<file path="src/rtl/pwm_pkg.sv">
// Shared constants and types for the PWM duty sequencer.
//   R, NW     : duty resolution and divider width
//   CW        : level counter width
//   MODE_*    : sequencing profile encodings
//   state_e   : controller states
//   dir_e     : triangle sweep direction
//   cfg_t     : duty/divider payload held in the shadow registers
package pwm_pkg;

    localparam int unsigned R  = 6;
    localparam int unsigned NW = 12;
    localparam int unsigned CW = 12;

    localparam logic [R-1:0] DUTY_MAX = '1;

    localparam logic [1:0] MODE_HOLD = 2'd0;
    localparam logic [1:0] MODE_RAMP = 2'd1;
    localparam logic [1:0] MODE_TRI  = 2'd2;

    typedef enum logic {
        ST_IDLE = 1'b0,
        ST_RUN  = 1'b1
    } state_e;

    typedef enum logic {
        DIR_UP   = 1'b0,
        DIR_DOWN = 1'b1
    } dir_e;

    typedef struct packed {
        logic [R-1:0]  duty;
        logic [NW-1:0] n;
    } cfg_t;

    // A divider of zero would stall the PWM, so it is forced to one.
    function automatic logic [NW-1:0] coerce_n(input logic [NW-1:0] n);
        return (n == '0) ? NW'(1) : n;
    endfunction

endpackage

</file>
<file path="src/rtl/pwm_level_counter.sv">
// Counts period_end pulses within one duty level.
//   clk, reset : clock, async active-low reset
//   clr        : synchronous clear (wins over inc)
//   inc        : advance by one, wrapping to zero after LAST
//   last_c     : combinational flag, count is at LAST
module pwm_level_counter
    import pwm_pkg::*;
#(
    parameter int unsigned LAST = 35
) (
    input  logic clk,
    input  logic reset,
    input  logic clr,
    input  logic inc,
    output logic last_c
);

    logic [CW-1:0] count;

    assign last_c = (count == CW'(LAST));

    // Level position register
    always_ff @(posedge clk or negedge reset) begin
        if (!reset) begin
            count <= '0;
        end else if (clr) begin
            count <= '0;
        end else if (inc) begin
            count <= last_c ? '0 : count + CW'(1);
        end
    end

endmodule

</file>
<file path="src/rtl/pwm_duty_sequencer.sv">
// Sequences the duty word and divider of a PWM generator through
// hold / sawtooth / triangle profiles, updating only at period boundaries.
//   clk, reset  : clock, async active-low reset
//   enable      : run the sequence (0 = idle, outputs frozen)
//   mode        : 0 hold, 1 ramp, 2 triangle, 3 hold
//   duty_set    : duty value to load
//   n_set       : divider value to load (0 is treated as 1)
//   cfg_load    : capture duty_set/n_set into the shadow registers
//   period_end  : pulse at the last tick of each PWM period
//   duty_out    : duty word to the PWM
//   n_out       : divider to the PWM
//   busy        : high while running
//   step_done   : one-cycle pulse when a level completes
module pwm_duty_sequencer
    import pwm_pkg::*;
#(
    parameter int unsigned STEPS_PER_LEVEL = 36,
    parameter int unsigned DUTY_STEP       = 1
) (
    input  logic          clk,
    input  logic          reset,
    input  logic          enable,
    input  logic [1:0]    mode,
    input  logic [R-1:0]  duty_set,
    input  logic [NW-1:0] n_set,
    input  logic          cfg_load,
    input  logic          period_end,
    output logic [R-1:0]  duty_out,
    output logic [NW-1:0] n_out,
    output logic          busy,
    output logic          step_done
);

    localparam logic [R-1:0] STEP_R  = R'(DUTY_STEP);
    localparam logic [R:0]   STEP_R1 = (R+1)'(DUTY_STEP);

    state_e        state, state_next;
    dir_e          dir, dir_next, lvl_dir;
    cfg_t          shadow, shadow_next;
    logic          pending, pending_next;
    logic [R-1:0]  duty_next, lvl_duty;
    logic [NW-1:0] n_next;
    logic          busy_next, step_done_next;
    logic          cnt_clr, cnt_inc, cnt_last_c;
    logic          apply;
    logic [R:0]    sum_up;

    pwm_level_counter #(
        .LAST (STEPS_PER_LEVEL - 1)
    ) u_level_counter (
        .clk    (clk),
        .reset  (reset),
        .clr    (cnt_clr),
        .inc    (cnt_inc),
        .last_c (cnt_last_c)
    );

    // Duty value and direction for the next level under the current mode
    always_comb begin
        lvl_duty = duty_out;
        lvl_dir  = dir;
        sum_up   = {1'b0, duty_out} + STEP_R1;
        case (mode)
            MODE_RAMP: lvl_duty = sum_up[R-1:0];
            MODE_TRI: begin
                if (dir == DIR_UP) begin
                    if (sum_up >= {1'b0, DUTY_MAX}) begin
                        lvl_duty = DUTY_MAX;
                        lvl_dir  = DIR_DOWN;
                    end else begin
                        lvl_duty = sum_up[R-1:0];
                    end
                end else begin
                    if (duty_out <= STEP_R) begin
                        lvl_duty = '0;
                        lvl_dir  = DIR_UP;
                    end else begin
                        lvl_duty = duty_out - STEP_R;
                    end
                end
            end
            default: ;
        endcase
    end

    // Next-state, shadow and output logic
    always_comb begin
        state_next     = state;
        dir_next       = dir;
        shadow_next    = shadow;
        pending_next   = pending;
        duty_next      = duty_out;
        n_next         = n_out;
        step_done_next = 1'b0;
        cnt_clr        = 1'b0;
        cnt_inc        = 1'b0;
        // A fresh cfg_load replaces the pending shadow before it can be applied.
        apply          = pending && !cfg_load;

        case (state)
            ST_IDLE: begin
                cnt_clr = 1'b1;
                if (apply) begin
                    duty_next    = shadow.duty;
                    n_next       = shadow.n;
                    pending_next = 1'b0;
                end
                if (enable) begin
                    state_next = ST_RUN;
                end
            end
            ST_RUN: begin
                if (!enable) begin
                    state_next = ST_IDLE;
                    cnt_clr    = 1'b1;
                end else if (period_end) begin
                    if (apply) begin
                        duty_next    = shadow.duty;
                        n_next       = shadow.n;
                        pending_next = 1'b0;
                        dir_next     = DIR_UP;
                        cnt_clr      = 1'b1;
                    end else begin
                        cnt_inc = 1'b1;
                        if (cnt_last_c) begin
                            step_done_next = 1'b1;
                            duty_next      = lvl_duty;
                            dir_next       = lvl_dir;
                        end
                    end
                end
            end
            default: state_next = ST_IDLE;
        endcase

        if (cfg_load) begin
            shadow_next.duty = duty_set;
            shadow_next.n    = coerce_n(n_set);
            pending_next     = 1'b1;
        end

        busy_next = (state_next == ST_RUN);
    end

    // State and output registers
    always_ff @(posedge clk or negedge reset) begin
        if (!reset) begin
            state     <= ST_IDLE;
            dir       <= DIR_UP;
            shadow    <= '0;
            pending   <= 1'b0;
            duty_out  <= '0;
            n_out     <= NW'(1);
            busy      <= 1'b0;
            step_done <= 1'b0;
        end else begin
            state     <= state_next;
            dir       <= dir_next;
            shadow    <= shadow_next;
            pending   <= pending_next;
            duty_out  <= duty_next;
            n_out     <= n_next;
            busy      <= busy_next;
            step_done <= step_done_next;
        end
    end

endmodule

</file>
<file path="config.mk">
export PLATFORM = sky130hd
export DESIGN_NAME = pwm_duty_sequencer
export DESIGN_NICKNAME = d
export VERILOG_FILES = /design/src/rtl/pwm_pkg.sv /design/src/rtl/pwm_level_counter.sv /design/src/rtl/pwm_duty_sequencer.sv
export SDC_FILE = /design/constraint.sdc
export NUM_CORES = 1
export LEC_CHECK = 0
export BUFFER_PORTS_ARGS = -buffer_cell sky130_fd_sc_hd__buf_4
export CORE_MARGIN = 2
export CORE_UTILIZATION = 45
export CTS_BUF_LIST = sky130_fd_sc_hd__clkbuf_8
export CTS_CLUSTER_DIAMETER = 100
export DETAILED_ROUTE_END_ITERATION = 7
export PLACE_DENSITY = 0.63
export SKIP_CTS_REPAIR_TIMING = 1
export SLEW_MARGIN = 15
export SYNTH_ARGS = -nofsm -noshare
export SYNTH_HDL_FRONTEND = slang
export SYNTH_SLANG_ARGS = --single-unit
</file>
<file path="constraint.sdc">
create_clock -name clk -period 2.4 [get_ports clk]
set_clock_uncertainty 0.1 [all_clocks]
set_input_delay 0.72 -clock clk [delete_from_list [all_inputs] [get_ports clk]]
set_output_delay 0.72 -clock clk [all_outputs]
set_load 0.02 [all_outputs]
</file>
Word level (Yosys, flattened, before mapping)
Index checks and enable logic that the tools add are counted.
- flip-flop bits (word level): 52
- input port bits: 25
- output and inout port bits: 20
- word-level logic and storage cells: 78
- add/subtract/negate cells: 3
- order comparisons: 2
- equal/unequal tests: 10
- multiplexer cells: 43
- bitwise operators: 1
- reduce and logical (&&, ||, !) cells: 10
- operators with widths (operator ; count):
    $mux W12 ; 7
    $mux W6 ; 8
    $pmux W12 S2 ; 1
    $pmux W6 S2 ; 2
    $mux W1 ; 23
    $add A12 B1 Y12 const B ; 1
    $eq A12 B6 Y1 const B ; 1
    $logic_not A12 Y1 ; 1
    $reduce_and A5 Y1 ; 2
    $add A6 B1 Y7 const B ; 1
    $ge A7 B6 Y1 const B ; 1
    $le A6 B1 Y1 const B ; 1
    $ne A2 B2 Y1 const B ; 3
    $ne A3 B3 Y1 const B ; 2
    $reduce_bool A2 Y1 ; 3
    $sub A6 B1 Y6 const B ; 1
    $ne A4 B1 Y1 const B ; 1
    $pmux W1 S2 ; 2
    $reduce_and A2 Y1 ; 2
    $ne A3 B1 Y1 const B ; 1
    $eq A2 B1 Y1 const B ; 1
    $eq A2 B2 Y1 const B ; 1
    $logic_and A1 B1 Y1 ; 1
    $logic_not A1 Y1 ; 1
    $not A1 Y1 ; 1

Longest topological paths before layout
Gate-level depths: netlist (run 1).
- word-level depth: 10
- mapped depth: 8
- mapped depth without buffers: 7

Cells and area by module
A second synthesis (run 1) with hierarchy kept.
- cells, all modules: 249
- area, all modules: 2730.1 µm²
- by module, submodules not included (module ; times used ; cells each ; area each (µm²)):
    pwm_duty_sequencer ; 1 ; 180 ; 2013.2
    pwm_level_counter ; 1 ; 69 ; 716.9

Least setup slack after synthesis (run 1)
Ideal clock, no wire load.
- kind: input -> register
- start point: in mode[0]
- end point: reg duty_out[3]
- setup time: 95 ps
- arrival: 2081 ps
- slack: 123 ps
- stages: 8
- path buffers: 1
- path through: inv_1 -> ha_1 -> clkbuf_1 -> nor4bb_1 -> o311ai_0 -> a21oi_1 -> nor4_1 -> o31ai_1
- word-level cells in the longest chain between the ends: 7
- ends and longest elaborated chain (what ; RTL line ; RTL):
    start, declared ; pwm_duty_sequencer.sv:23 ; input logic [1:0] mode,
    $eq A2 B2 Y1 or $eq A2 B1 Y1 (tied branches) ; pwm_duty_sequencer.sv:63 ; case (mode)
    $pmux W6 S2 ; pwm_duty_sequencer.sv:63 ;
    $mux W6 ; pwm_duty_sequencer.sv:125 ; if (cnt_last_c) begin
    $mux W6 ; pwm_duty_sequencer.sv:117 ; if (apply) begin
    $mux W6 ; pwm_duty_sequencer.sv:116 ; end else if (period_end) begin
    $mux W6 ; pwm_duty_sequencer.sv:113 ; if (!enable) begin
    $pmux W6 S2 ; pwm_duty_sequencer.sv:100 ; case (state)
    end signal, assigned ; pwm_duty_sequencer.sv:161 ; duty_out <= duty_next;
    end, declared ; pwm_duty_sequencer.sv:28 ; output logic [R-1:0] duty_out,
Several ways; a longest one is shown, not always the timed one. The select of a mux whose other input is x is not followed.
A chain may end at the register's enable or synchronous reset.

Worst setup path after layout (run 1)
- start point: in mode[0]
- end point: reg duty_out[5]
Same word-level chain as after synthesis.

==> flow_summary_export.csv, run 1 <==
group,metric,value,unit
run_status,outcome,"complete, no violations",
placed_design,preCtsSetupSlack,-54.3,ps
clock_network,cts_made_buffers,5,
grt,antenna_found_initial,0,
clock_network,cts_tree,"done",
route,ant_nets,0,
sta,fmax,467,MHz
synth,syn_nets,283,
die,die_w,80.9,um
sta,drv_slew,0,
clock_network,clkTransAtPathRegs,100,ps
worst_setup_path,r2r-end,"duty_out[1]",
route,firstDrtPassIters,4,
sta,rsz0062_at_grt,"false",
route,wire_per_inst,14.4,um
grt,grt_max_degree,53,
grt,grt_first_pass_wirelength,9850,um
synth,ys.flop_type,"dfrtp_1",
cells_and_area,antennaDiodeCount,0,
sta,post-route-period-util,0.892,
hold_path,hp-class,"in -> async",
synth,yosys_warnings,0,
synth,synth_edf_count,0,
worst_setup_path,startpoint_type,"input port",
die,coreArea,5820,um2
cells_and_area,nFillCells,556,
die,rows,28,
placed_design,dp.cells,377,
route,viasPerCell,5.51,
worst_setup_path,path_class,"in -> reg",
sta,holdWs,320,ps
sta,period_needed,2140,ps
power_and_ir_drop,power_density,717,nW/um2
sta,tightest_slew,650,ps
placed_design,io_buffer_count,44,
synth,yosysSeqAreaShare,0.489,
worst_setup_path,r2r-start,"duty_out[0]",
route,routed_wl,5550,um
synth,yosysUniqueCellTypes,50,
cells_and_area,final_common_cell,"buf_4",
route,via_count,2122,
job,maxCapViolations,0,
worst_setup_path,r2r_setup_slack,300,ps
route,drc,0,
placed_design,place_congestion,0.868,
synth,ys_seq_elements,52,
sta,finalSetupTns,0,ps
power_and_ir_drop,peakVddDrop,0.397,mV
route,first_iter_violations,145,
synth,synth_area,2660,um2
die,start_util,0.458,
synth,syn-instance-count,252,
sta,hold_viol,0,
die,pin_count,45,
worst_setup_path,crit_path_end_kind,"flip-flop",
clock_network,cts_sinks,52,
sta,relSlewSlack,0.567,
synth,async_flop_share,1.00,
grt,overflow,0,
worst_setup_path,crit_arrival,2230,ps
cells_and_area,mostFrequentLayoutCells,"buf_4 (59), dfrtp_1 (51), mux2_2 (29)",
clock_network,cts_root_buf,"clkbuf_8",
placed_design,dp_hpwl,4100,um
sta,setup_slack,259,ps
cells_and_area,area_growth_syn_to_layout,22.2,%
worst_setup_path,path_max_fanout,7,
cells_and_area,instances_no_fill,385,
die,die-area,6550,um2
worst_setup_path,reg2reg_depth,7,
synth,avgSynthCellArea,10.6,um2
die,die_h,80.9,um
worst_setup_path,required,2490,ps
cells_and_area,nNetsFinal,340,
grt,track_usage,0.194,
clock_network,clk_latency,310,ps
sta,finalSetupViolCount,0,
power_and_ir_drop,p_leak,1.42,nW
cells_and_area,drive_gt1_frac,0.326,
clock_network,cts_max_level,2,
grt,grt_pass1_vias,2097,
clock_network,cts.path.max_buffers,2,
[cell families (layout without fill, tap and decap cells)]
group           Yosys count  in the layout  synth area share
compound gates           51             51             0.127
xor+xnor                  9              9            0.0296
fa+ha+maj                 6              6            0.0282
buf+inv                  16             74            0.0258
flops                    52             52             0.489
mux                      29             29             0.123
simple gates             89             89             0.178
[area by class of cell]
| type | count | area [um2] | area share |
|---|---|---|---|
| Inverter | 7 | 26.3 | 0.00807 |
| Sequential cell | 52 | 1300 | 0.400 |
| Timing Repair Buffer | 59 | 443 | 0.136 |
| Clock inverter | 3 | 27.5 | 0.00846 |
| Clock buffer | 5 | 68.8 | 0.0211 |
| Tap cell | 75 | 93.8 | 0.0288 |
| Multi-Input combinational cell | 184 | 1290 | 0.397 |
[Yosys cell counts, drive strengths merged, types with 5 or more instances]
master,count,share of area
a21oi,9,0.017
buf,5,0.010
dfrtp,51,0.48
ha,6,0.028
inv,7,0.0099
mux2,29,0.12
nand2,21,0.030
nand3,11,0.021
nand4,8,0.019
nor2,15,0.021
nor3,6,0.011
o21ai,16,0.030
xor2,6,0.020
[worst max-delay path by stage]
stage | from | end | slack, ps | cells after the start
floorplan | mode[0] | duty_out[3] | 120 | 8
global placement | mode[0] | duty_out[5] | 40 | 9
detailed placement | mode[0] | duty_out[5] | -50 | 9
CTS | u_level_counter.count[0] | duty_out[1] | 240 | 6
global route | mode[0] | duty_out[5] | 110 | 9
finish | mode[0] | duty_out[5] | 260 | 9
[through the flow]
stage | instance area [um2] | total power, W | util
5_1_grt | 3250 | 0.00248 | 0.560
6_report | 3250 | 0.00233 | 0.560
4_1_cts | 3250 | 0.00236 | 0.560
3_5_place_dp | 3160 | 0.00183 | 0.543
2_1_floorplan | 2660 | 0.00153 | -
3_3_place_gp | 3160 | 0.00182 | 0.543
[state kept, by name, summed over array words and instances (netlist names)]
name                   flops
shadow                    18
n_out                     12
step_done                  1
duty_out                   6
pending                    1
u_level_counter.count     12
state                      1
dir                        1
[critical path: stages]
cell      delay [ps]
buf_4            110
inv_1             50
ha_1             270
nor4bb_1         350
buf_4            180
nand2_1           40
and3_1           180
nor4_1           220
o31ai_1          110
[routing by layer]
| layer | vias up | routed length, um | track usage |
|---|---|---|---|
| met5 | - | 0 | 0 |
| met4 | 0 | 65 | 0.0542 |
| met3 | 5 | 264 | 0.0444 |
| met2 | 47 | 2440 | 0.299 |
| met1 | 1027 | 2780 | 0.274 |
| li1 | 1043 | - | - |
[where the power goes]
group / switching [W] / internal (W) / total, W / leakage, nW
sequential: 0.0000692 / 0.000989 / 0.00106 / 0.640
clock: 0.000310 / 0.000215 / 0.000525 / 0.0463
combinational: 0.000398 / 0.000352 / 0.000751 / 0.732
total: 0.000778 / 0.00156 / 0.00233 / 1.42
Note: power is estimated with default switching activity, not from simulation.
==> run 2: changes to the inputs <==
Settings changed: ABC_AREA set to 1.
==> flow_summary_export.csv, run 2 <==
group,metric,value,unit
grt,track_usage,0.188,
synth,yosysUniqueCellTypes,35,
worst_setup_path,crit_path_end_kind,"flip-flop",
worst_setup_path,worst-path-buf-inv,2,
grt,top_usage_layer,"met2",
sta,relSlewSlack,0.560,
route,drc,0,
worst_setup_path,crit_top_cell,"nand2_1",
die,die_w,82.1,um
route,wire_per_inst,12.3,um
sta,finalSetupTns,0,ps
synth,synth_area,2740,um2
synth,yosysMostFrequentCell,"nand2_1",
power_and_ir_drop,power_density,727,nW/um2
power_and_ir_drop,p_leak,1.58,nW
grt,grt_pass1_vias,2099,
clock_network,clk_latency,290,ps
cells_and_area,antennaDiodeCount,0,
worst_setup_path,required,2540,ps
power_and_ir_drop,peakVddDrop,0.344,mV
synth,synth_area_leaders,"dfrtp_1 (47%), nand2_1 (11%), inv_1 (6.8%)",
sta,period_needed,1970,ps
synth,ys_seq_elements,52,
grt,grt_max_degree,53,
clock_network,clkTransAtPathRegs,100,ps
run_status,outcome,"complete, no violations",
synth,syn-instance-count,337,
die,pin_count,45,
route,routed_wl,5640,um
worst_setup_path,critPathSlowestCell,"dfrtp_1",
route,firstDrtPassIters,4,
worst_setup_path,startpoint_type,"flip-flop",
sta,post-route-period-util,0.822,
cells_and_area,drive_gt1_frac,0.211,
synth,synthTopCellsByCount,"nand2_1 (81), dfrtp_1 (51), inv_1 (50), o21ai_0 (35), nor2_1 (18)",
synth,async_flop_share,1.00,
clock_network,cts_root_buf,"clkbuf_8",
synth,yosys_warnings,0,
cells_and_area,reg_top3,"shadow (18), n_out (12), u_level_counter.count (12)",
synth,yosysSeqAreaShare,0.475,
clock_network,cts_tree,"done",
synth,avgSynthCellArea,8.13,um2
cells_and_area,mostFrequentLayoutCells,"nand2_1 (81), dfrtp_1 (51), inv_1 (50)",
route,viasPerCell,4.97,
route,via_count,2281,
sta,drv_slew,0,
die,start_util,0.463,
cells_and_area,final_util,0.552,
cells_and_area,largest_register_ffs,18,
grt,antenna_found_initial,0,
route,ant_nets,0,
hold_path,hp-class,"in -> async",
grt,met1_usage,0.278,
grt,use_met3,0.0352,
synth,ys.flop_type,"dfrtp_1",
worst_setup_path,path_max_fanout,8,
worst_setup_path,cp_top_family,"simple AND/OR/NAND/NOR gates",
clock_network,cts_sinks,52,
placed_design,dp_hpwl,4170,um
sta,finalSetupViolCount,0,
sta,tightest_slew,659,ps
clock_network,cts_made_buffers,5,
placed_design,place_congestion,0.898,
cells_and_area,final_common_cell,"nand2_1",
sta,rsz0062_at_grt,"false",
worst_setup_path,path_class,"reg -> reg",
die,die_h,82.1,um
synth,synth_edf_count,0,
synth,netlist.area_leader.share,0.466,
cells_and_area,nFillCells,585,
cells_and_area,area_growth_syn_to_layout,19.1,%
job,maxCapViolations,0,
grt,grt_first_pass_wirelength,9760,um
die,coreArea,5920,um2
clock_network,cts_max_level,2,
sta,fmax,507,MHz
route,first_iter_violations,93,
placed_design,io_buffer_count,44,
synth,synth_top_cell_by_area,"dfrtp_1",
cells_and_area,top_register,"shadow",
synth,syn_nets,368,
clock_network,cts.path.max_buffers,2,
worst_setup_path,crit_chain,"inv_1 > ha_1 > inv_1 > o21bai_1 > nand2_1 > nor2_1 > nand3_1 > nand2_2 > nand3_4 > nand2_1 > nand2_1 > a21oi_2",
sta,hold_viol,0,
grt,overflow,0,
worst_setup_path,slowest_delay,520,ps
cells_and_area,nNetsFinal,414,
grt,met2_usage,0.282,
worst_setup_path,crit_arrival,2110,ps
die,rows,28,
die,die-area,6730,um2
run 2: cell type report:
class	count	area, um2	share of cell area
clock inverters	1	30.0	0.00920
multi-input cells	221	1180	0.361
repair buffers	47	353	0.108
flip-flops and latches	52	1300	0.399
inverters	56	210	0.0644
clock buffers	7	96.3	0.0295
well taps	75	93.8	0.0287
run 2: routing by layer:
layer	part of all wire	up-vias	wire [um]
li1	-	1166	-
met1	0.50	1065	2810
met2	0.45	48	2550
met3	0.043	2	245
met4	0.0059	0	33
met5	0	-	0
run 2: through the flow:
stage                     setup WS (ps)  area (um2)  hold slack, ps  instances  total power (W)
after global routing                237        3270             397        459          0.00253
after CTS                           421        3270             358        459          0.00241
after floorplan                     490        2740             324        337          0.00149
after detailed placement            346        3140             365        451          0.00174
final                               428        3270             339        459          0.00237
after global placement              384        3140             361        451          0.00174
run 2: cells by family (layout without fill, tap and decap cells):
family,count (synthesis),in the layout,synth area share
flops,52,52,0.475
xor+xnor,9,9,0.0315
compound gates,65,65,0.129
fa+ha+maj,6,6,0.0274
simple gates,140,140,0.238
mux,1,1,0.00411
buf+inv,64,111,0.0945
run 2: final timing paths:
kind / from / to / slack [ps] / depth (start not counted)
hold / removal: reset / n_out[11] / 340 / 1
max in group asynchronous: reset / shadow[2] / 1410 / 1
setup reg to reg: duty_out[1] / duty_out[0] / 430 / 12
setup / recovery: duty_out[1] / duty_out[0] / 430 / 12
hold reg to reg: shadow[13] / shadow[13] / 390 / 2
min in group clk: shadow[13] / shadow[13] / 390 / 2
run 2: where the power goes:
part	leakage, nW	switching (W)	internal [W]
Clock	0.0645	0.000281	0.000368
Sequential	0.657	0.0000830	0.000975
Combinational	0.858	0.000404	0.000261
